File: src/rtl/stopwatch_ctrl.sv
// Run/pause/done sequencer for a two-digit counter: divides clk into count ticks,
// shadows the count so it halts at MAX_COUNT, and emits registered enable/clear pulses.
module stopwatch_ctrl #(
  parameter int TICK_DIV  = 50_000_000,
  parameter int MAX_COUNT = 99
) (
  input  logic       clk,
  input  logic       reset,
  input  logic       btn_start,
  input  logic       btn_clear,
  output logic       cnt_en,
  output logic       cnt_clr,
  output logic [6:0] count_val,
  output logic [1:0] state,
  output logic       done
);

  typedef enum logic [1:0] {
    IDLE  = 2'd0,
    RUN   = 2'd1,
    PAUSE = 2'd2,
    DONE  = 2'd3
  } state_t;

  localparam int             PW       = (TICK_DIV > 1) ? $clog2(TICK_DIV) : 1;
  localparam logic [PW-1:0]  PRE_LAST = PW'(TICK_DIV - 1);
  localparam logic [6:0]     CNT_MAX  = 7'(MAX_COUNT);

  state_t        state_q, state_n;
  logic [PW-1:0] presc_q, presc_n;
  logic [6:0]    count_n;
  logic          en_n, clr_n;
  logic          start_q, clear_q;
  logic          start_press, clear_press, tick;

  assign start_press = btn_start & ~start_q;
  assign clear_press = btn_clear & ~clear_q;
  assign tick        = (state_q == RUN) && (presc_q == PRE_LAST);

  always_comb begin
    state_n = state_q;
    presc_n = presc_q;
    count_n = count_val;
    en_n    = 1'b0;
    clr_n   = 1'b0;
    if (clear_press) begin
      state_n = IDLE;
      presc_n = '0;
      count_n = '0;
      clr_n   = 1'b1;
    end else begin
      if (state_q == RUN) begin
        if (tick) begin
          presc_n = '0;
          count_n = count_val + 7'd1;
          en_n    = 1'b1;
        end else begin
          presc_n = presc_q + PW'(1);
        end
      end
      case (state_q)
        IDLE: begin
          if (start_press) begin
            state_n = RUN;
            presc_n = '0;
          end
        end
        // Reaching terminal count outranks a simultaneous pause request.
        RUN: begin
          if (tick && (count_val + 7'd1 == CNT_MAX)) state_n = DONE;
          else if (start_press)                      state_n = PAUSE;
        end
        PAUSE: begin
          if (start_press) state_n = RUN;
        end
        default: ;
      endcase
    end
  end

  always_ff @(posedge clk) begin
    if (reset) begin
      state_q   <= IDLE;
      presc_q   <= '0;
      count_val <= '0;
      cnt_en    <= 1'b0;
      cnt_clr   <= 1'b0;
      done      <= 1'b0;
      start_q   <= 1'b0;
      clear_q   <= 1'b0;
    end else begin
      state_q   <= state_n;
      presc_q   <= presc_n;
      count_val <= count_n;
      cnt_en    <= en_n;
      cnt_clr   <= clr_n;
      done      <= (state_n == DONE);
      start_q   <= btn_start;
      clear_q   <= btn_clear;
    end
  end

  assign state = state_q;

endmodule

File: config.mk
export PLATFORM = sky130hd
export DESIGN_NAME = stopwatch_ctrl
export DESIGN_NICKNAME = d
export VERILOG_FILES = /design/src/rtl/stopwatch_ctrl.sv
export SDC_FILE = /design/constraint.sdc
export NUM_CORES = 1
export LEC_CHECK = 0
export CAP_MARGIN = 40
export CORE_ASPECT_RATIO = 2
export CORE_UTILIZATION = 60
export CTS_CLUSTER_DIAMETER = 120
export DETAILED_ROUTE_END_ITERATION = 7
export PLACE_DENSITY = 0.93
export SETUP_SLACK_MARGIN = 0.4
export SLEW_MARGIN = 25
export SYNTH_ARGS = -nofsm -noshare
export SYNTH_HDL_FRONTEND = slang
export SYNTH_SLANG_ARGS = --single-unit
File: constraint.sdc
create_clock -name clk -period 3.82 [get_ports clk]
set_input_delay 0.764 -clock clk [delete_from_list [all_inputs] [get_ports clk]]
set_output_delay 0.764 -clock clk [all_outputs]
set_load 0.02 [all_outputs]
==> flow_metrics.tcl <==
set metrics [dict create \
    clockBufferDepth 2 \
    grt.overflow.total 0 \
    postLayoutCellArea_um2 2150 \
    ys_warn_count 0 \
    grt_max_degree 18 \
    synth_cell_types 39 \
    fin_crit_sh_pct 63.6 \
    netlist_area_um2 1880 \
    startpoint_type "flip-flop" \
    drt_iter0_markers 57 \
    drive_gt1_share_pct 5.44 \
    grt_antenna_before_repair 0 \
    setup.worst_path.end_class "flip-flop" \
    cts_buffers 5 \
    yosysTopAreaCell "dfxtp_1" \
    syn_nets 228 \
    min_from "presc_q[1]" \
    post_cts_resized 0 \
    maxSlewViolCount 0 \
    drc 0 \
    synth_top_area_share_pct 42.7 \
    design.core.area_um2 2980 \
    track_usage_pct 24.3 \
    leakage_uw 0.000727 \
    wl_um 3950 \
    tns_ps 0 \
    ys_top_cells_by_count "dfxtp_1, nor2_1, nand2_1" \
    routabilityCongestion 0.858 \
    avgSynthCellArea_um2 8.49 \
    ys.flop_type "dfxtp_1" \
    fin_worst_skew_ps 5.02 \
    multi_input_area_um2 1040 \
    p_per_area_nw_per_um2 363 \
    grt_pass1_wl_um 6280 \
    ant_nets 0 \
    synthMuxAreaShare_pct 0.533 \
    seqPwrFrac_pct 54.0 \
    grt_setup_unrepaired "false" \
    worstPathArrival_ps 2660 \
    synth_area_leaders "dfxtp_1, xor2_1, nor2_1" \
    die_h_um 81.1 \
    required_ps 4050 \
    ios 16 \
    cpMaxStageDelayCell "or4_4" \
    cts_sinks 40 \
    maxSlewHeadroom_pct 45.1 \
    placed_area_um2 2050 \
    root_buffer "clkbuf_8" \
    chipWidth_um 41.5 \
    fin_nets 245 \
    n_antenna_cell 0 \
    intPower_uw 623 \
    firstDrtPassIters 5 \
    die-area_um2 3370 \
    outcome "completed" \
    dpl.hpwl_um 2940 \
    sw_frac_of_total_pct 20.4 \
    cap_violations 0 \
    synth-seq-cells 40 \
    synth-adder-area-share_pct 2.00 \
    critical-path-max-stage-delay_ps 570 \
    routed_via_density 6.22 \
    postCtsHoldBufs 0 \
    area.growth.synth_to_final_pct 14.7 \
    path_class "reg -> reg" \
    synth_edf_count 0 \
    syn_inst 221 \
    fin_crit_ps 2430 \
    min_path_type "reg -> reg" \
    cts_tree "yes" \
    clkSlewWorstSetupHoldPaths_ps 70 \
    synth_top_family_by_area "simple AND/OR/NAND/NOR gates" \
    r2r-start "presc_q[10]" \
    port_buffers 15 \
    row_count 28 \
    fillCellCount 212 \
    wire_per_inst_um 14.7 \
    post-cts-setup-buffers 0 \
    first_global_vias 1536 \
    synth_compound_area_share_pct 11.7 \
    p_clk_share_pct 42.6 \
    max_freq_mhz 412 \
    synth_xor_area_share_pct 8.87 \
    post-synth-top-count-cell "dfxtp_1" \
    peakVddDrop_mv 0.279 \
    critPathTopFamily "simple AND/OR/NAND/NOR gates" \
    path_max_fanout 17 \
    initial_utilization_pct 63.0 \
    setup_violations 0 \
    pwr-share-comb_pct 3.4 \
    crit_chain "or4_4 > nor4_4 > nand3_2 > or4_1 > a21oi_1" \
    num_vias 1674 \
    power_switching_uw 159 \
    async_flop_share_pct 0 \
    insertion_delay_ps 290 \
    tightest_slew_ps 813 \
    yosys.area_share.simple_pct 32.3 \
    h-tree-depth 2 \
    ff_latch_area_um2 801 \
    cp-startpoint "presc_q[10]" \
    crit_buf_inv 0 \
    finalHoldViolCount 0 \
    synth_seq_area_share_pct 42.7 \
]
-- cells by family after synthesis --
family                   Yosys count
AO/OA/AOI/OAI                     37
XOR/XNOR                          19
adder cells (fa/ha/maj)            3
buffers and inverters             10
flip-flops                        40
multiplexers                       1
AND/OR/NAND/NOR                  111
-- metrics by stage --
stage | std cells | worst slack, ps | util, % | power (µW) | hold WS, ps
3_3_place_gp | 261 | 1470 | 68.7 | 458 | 461
6_report | 269 | 1390 | 72.3 | 782 | 483
2_1_floorplan | 221 | 1750 | - | 447 | 453
3_5_place_dp | 261 | 1420 | 68.7 | 458 | 472
4_1_cts | 269 | 1410 | 72.3 | 784 | 483
5_1_grt | 269 | 1260 | 72.3 | 798 | 501
-- flip-flops by register name (all words and copies together) (netlist names) --
signal / flops
done: 1
clear_q: 1
cnt_en: 1
presc_q: 26
start_q: 1
count_val: 7
state: 2
cnt_clr: 1
-- power by group through the flow --
stage | combinational (µW) | clock [µW] | sequential, µW
floorplan | 14.0 | 0 | 433
global placement | 26.2 | 0 | 432
detailed placement | 26.7 | 0 | 432
CTS | 26.6 | 336 | 422
global route | 28.9 | 347 | 422
finish | 26.5 | 333 | 422
-- path summary, 6_finish.rpt --
check	to	slack, ps	depth (start not counted)
setup / recovery	count_val[6]	1390	5
hold / removal	presc_q[1]	480	2
setup reg to reg	count_val[6]	1390	5
hold reg to reg	presc_q[1]	480	2
-- final cells by class --
class	instances	area share, %
multi-input cells	171	48.2
flip-flops and latches	40	37.2
repair buffers	15	6.97
clock buffers	6	3.37
well taps	30	1.74
clock inverters	2	1.63
inverters	5	0.872
-- layer usage --
| layer | GRT usage, % | wire length (µm) |
|---|---|---|
| met5 | 0 | 0 |
| met4 | 19.7 | 163 |
| met3 | 2.67 | 135 |
| met2 | 48.0 | 2220 |
| met1 | 20.7 | 1430 |
-- placed cells by master, fill, tap and decap left out, types with 3 or more instances in the layout --
cell type and instances:
a21oi_1 19, a31oi_1 3, and2_1 3, and3_1 9, and4_1 4, clkbuf_8 5, clkdlybuf4s50_1 15, dfxtp_1 40
ha_1 3, inv_1 5, nand2_1 21, nand3_1 12, nand4_1 7, nor2_1 29, nor2b_1 4, nor3_1 4
or3_1 4, xnor2_1 3, xor2_1 16
-- tightest hold or removal path, delay by kind of cell (launching register included) --
family	cells	cell delay [ps]
simple gates	1	60
compound gates	1	50
flops	1	330
Note: power is estimated with default switching activity, not from simulation.
==> edit 1 (config.mk and constraints unchanged) <==
The parameter `TICK_DIV` goes from 50_000_000 to 200_000_000.
--- a/src/rtl/stopwatch_ctrl.sv
+++ b/src/rtl/stopwatch_ctrl.sv
@@ -1,7 +1,7 @@
 // Run/pause/done sequencer for a two-digit counter: divides clk into count ticks,
 // shadows the count so it halts at MAX_COUNT, and emits registered enable/clear pulses.
 module stopwatch_ctrl #(
-  parameter int TICK_DIV  = 50_000_000,
+  parameter int TICK_DIV  = 200_000_000,
   parameter int MAX_COUNT = 99
 ) (
   input  logic       clk,
Behaviour: same outputs for any inputs over 10 cycles, from zero or initial values and one cycle with reset high; that may be too few to reach the edited logic, so the function may still have changed.
==> edit 1 against the unedited design <==
Synthesized area up 8.1%. Critical path depth rose by 1. Sequential share of layout area decreased by 0.61 points. First-iteration DRC count shrank 19%. Sequential power increased by 5.0%. Sequential cell count increased by 2. Total power shrank 2.7%. Largest cell class unchanged. Final area is 6.7% higher. Non-clock buffer count grew 1. Wire length grew 12%. Worst setup slack worse by 0.035 ns.
==> edit 1: results <==
set metrics [dict create \
    seqPwrFrac_pct 58.2 \
    met1_length_mm 1.724 \
    cp-endpoint "state[0]" \
    cp_max_fo 8 \
    wl_per_cell_um 15.63 \
    syn_nets 240 \
    fin_hold_ws_ns 0.5115 \
    p_leak_uw 0.0008163 \
    ys_top_cells_by_count "dfxtp_1 (42), nor2_1 (37), nand2_1 (22)" \
    drive_gt1_share_pct 7.115 \
    slew_headroom_pct 51.93 \
    ff2ff_setup_slack_ns 1.36 \
    largest_register_ffs 28 \
    grt_pass1_vias 1672 \
    grt_pass1_wl_mm 7.355 \
    cpMaxStageDelayCell "a2111oi_1" \
    vias 1737 \
    startpoint "presc_q[0]" \
    min_to "presc_q[27]" \
    grtUsageMet2_pct 49.25 \
    fillers 238 \
    swShare_pct 21.62 \
    drtIter0Drc 46 \
    r2r_start "presc_q[0]" \
    synth_area_leaders "dfxtp_1 (41%), xor2_1 (9.1%), nor2_1 (6.8%), nand2_1 (4.1%), nand3_1 (3.2%)" \
    wl_met3_um 114 \
    final_cells 284 \
    status "finished clean" \
]
-- edit 1: cell count changes after synthesis, moves of 3 or more --
cell | unedited run | this run
a21oi_1 | 19 | 12
nor2_1 | 29 | 37
nand4_1 | 7 | 10
o21ai_0 | 2 | 8
clkbuf_1 | 4 | 1
nand2b_1 | 0 | 3
and3_1 | 9 | 3
and4_1 | 4 | 0
buf_2 | 0 | 3
xor2_1 | 16 | 21
-- edit 1: area by class of cell --
| type | instances | share of cell area, % |
|---|---|---|
| timing repair buffer | 16 | 6.859 |
| clock inverter | 1 | 0.2177 |
| inverter | 4 | 0.6532 |
| tap | 31 | 1.688 |
| multi-input combinational | 183 | 50.25 |
| sequential | 42 | 36.58 |
| clock buffer | 7 | 3.756 |
-- edit 1: per-stage QoR --
| stage | utilization (%) | setup WS [ns] |
|---|---|---|
| after floorplan | - | 1.925 |
| after global placement | 69.12 | 1.342 |
| after detailed placement | 69.12 | 1.249 |
| after CTS | 71.98 | 1.311 |
| after global routing | 71.98 | 1.165 |
| final | 71.98 | 1.356 |
-- edit 1: kinds of logic after synthesis --
group / after synthesis / share of synthesized area (%)
XOR/XNOR: 26 / 11.22
buffers and inverters: 8 / 1.664
adder cells (fa/ha/maj): 3 / 1.850
AND/OR/NAND/NOR: 123 / 34.40
flip-flops: 42 / 41.43
multiplexers: 1 / 0.4932
AO/OA/AOI/OAI: 30 / 8.940
-- edit 1: worst reg2reg max path: stages (launching register included) --
cell       delay [ns]
dfxtp_1          0.43
ha_1             0.21
nand3b_1         0.18
nor2_1           0.52
nand4_2          0.32
a2111oi_1        0.55
o21bai_1         0.19
==> edit 2 (same flow settings) <==
Without the edit above. Remove the register `cnt_clr`: a continuous assignment takes its place, so the output `cnt_clr` follows one clock earlier.
--- a/src/rtl/stopwatch_ctrl.sv
+++ b/src/rtl/stopwatch_ctrl.sv
@@ -84,7 +84,6 @@
       presc_q   <= '0;
       count_val <= '0;
       cnt_en    <= 1'b0;
-      cnt_clr   <= 1'b0;
       done      <= 1'b0;
       start_q   <= 1'b0;
       clear_q   <= 1'b0;
@@ -93,13 +92,14 @@
       presc_q   <= presc_n;
       count_val <= count_n;
       cnt_en    <= en_n;
-      cnt_clr   <= clr_n;
       done      <= (state_n == DONE);
       start_q   <= btn_start;
       clear_q   <= btn_clear;
     end
   end
 
+  assign cnt_clr = clr_n;
+
   assign state = state_q;
 
 endmodule
Behaviour: not the same (a bounded check fails within 4 cycles, from zero or initial values and one cycle with reset high).
==> edit 2 against the unedited design <==
Worst setup slack got worse by 0.39 ns. Utilization is 1.3 points lower. Final area fell by 4.1%. Sequential cell count fell by 1. Total power fell by 9.7%. Synthesized area is 2.7% lower. Die area decreased by 2.6%. Sequential share of layout area increased by 0.61 points. Count of clock-buffer cells in the layout increased by 1. Maximum frequency shrank 14%. Wire length shrank 6.2%. Largest power group unchanged. Highest routed layer unchanged.
==> edit 2: results <==
set metrics [dict create \
    setup_slack_ns 1.001 \
    status "finished clean" \
    yosysSeqAreaShare_pct 42.74 \
    cts-root-buf "clkbuf_8" \
    cpMaxStageDelayCell "clkdlybuf4s50_1" \
    wl_per_cell_um 13.82 \
    ys_types 32 \
    grt_pass1_wl_mm 5.934 \
    num_antenna_cells 0 \
    worst_slew_pin_slew_ns 0.5212 \
    irDropWorstVdd_uv 345.0 \
    vias 1577 \
    hpwl_mm 2.570 \
    ff2ff_setup_slack_ns 1.15 \
    clk-insertion-delay-late_ns 0.29 \
    drtIter0Drc 36 \
    postCtsSetupBuffers 0 \
    critPathTopFamily "buffers and inverters" \
    grt_usage_pct 25.92 \
    cp.arrival_ns 2.06 \
    largest_register "presc_q" \
    drive_gt1_share_pct 5.042 \
    cp_max_fo 3 \
    finalClockSkew_ns 0.001292 \
    clock_path_buffers 2 \
    synth_area_leaders "dfxtp_1 (43%), xnor2_1 (8.2%), nor2_1 (6.4%), nand2_1 (4.3%), a21oi_1 (3.8%)" \
    p_leak_uw 0.0006385 \
    grt_max_degree 25 \
    fin_nets 244 \
    grt_pass1_vias 1484 \
    gp_congestion 0.7550 \
    worst_path_largest_cell_delay_ns 0.63 \
    syn_nets 230 \
    ys_top_cells_by_count "dfxtp_1 (39), nor2_1 (31), nand2_1 (21)" \
    min_path_type "flip-flop to flip-flop" \
    firstDrtPassIters 4 \
]
## edit 2: cell type report
type | count | area, sq um
clock buffer | 7 | 76.32
clock inverter | 1 | 5.005
fill | 237 | 842.1
inverter | 6 | 22.52
multi-input combinational | 169 | 982.2
sequential | 39 | 780.7
tap | 30 | 37.54
timing repair buffer | 16 | 161.4
## edit 2: cell families (layout without fill, tap and decap cells)
family	count (synthesis)	count (layout)	synth area share (%)
compound gates	28	28	7.945
xor+xnor	25	25	11.99
fa+ha+maj	3	3	2.055
buf+inv	15	30	3.493
flops	39	39	42.74
simple gates	113	113	31.78
## edit 2: report_power, final
group,internal (uW),switching (uW)
combinational,11.9,18.1
sequential,409,2.93
clock,128,136
total,549,157
## edit 2: per-stage QoR
step | utilization (%) | cells | instance area (sq um) | hold slack, ns
2_1_floorplan | - | 223 | 1827 | 0.4534
3_3_place_gp | 67.86 | 259 | 1973 | 0.4690
3_5_place_dp | 67.86 | 259 | 1973 | 0.4824
4_1_cts | 70.65 | 267 | 2054 | 0.4925
5_1_grt | 71.04 | 268 | 2066 | 0.5169
6_report | 71.04 | 268 | 2066 | 0.4935
## edit 2: path summary, 6_finish.rpt
path	from	end	cells past startpoint
setup / recovery	btn_clear	cnt_clr	3
hold / removal	presc_q[21]	presc_q[21]	2
setup reg to reg	state[0]	state[0]	5
hold reg to reg	presc_q[21]	presc_q[21]	2
## edit 2: worst register-to-register path: cells and delay by family, from the launching register on
family	cells	cell delay, ns
AOI/OAI and AO/OA	1	0.21
DFF	1	0.47
and+or+nand+nor	4	1.91
## edit 2: metal layers
metal	track usage [%]	vias up	wire length [um]
met2	48.13	28	2160
li1	-	792	-
met4	11.33	0	86
met1	22.75	749	1370
met5	0	-	0
met3	6.685	8	88
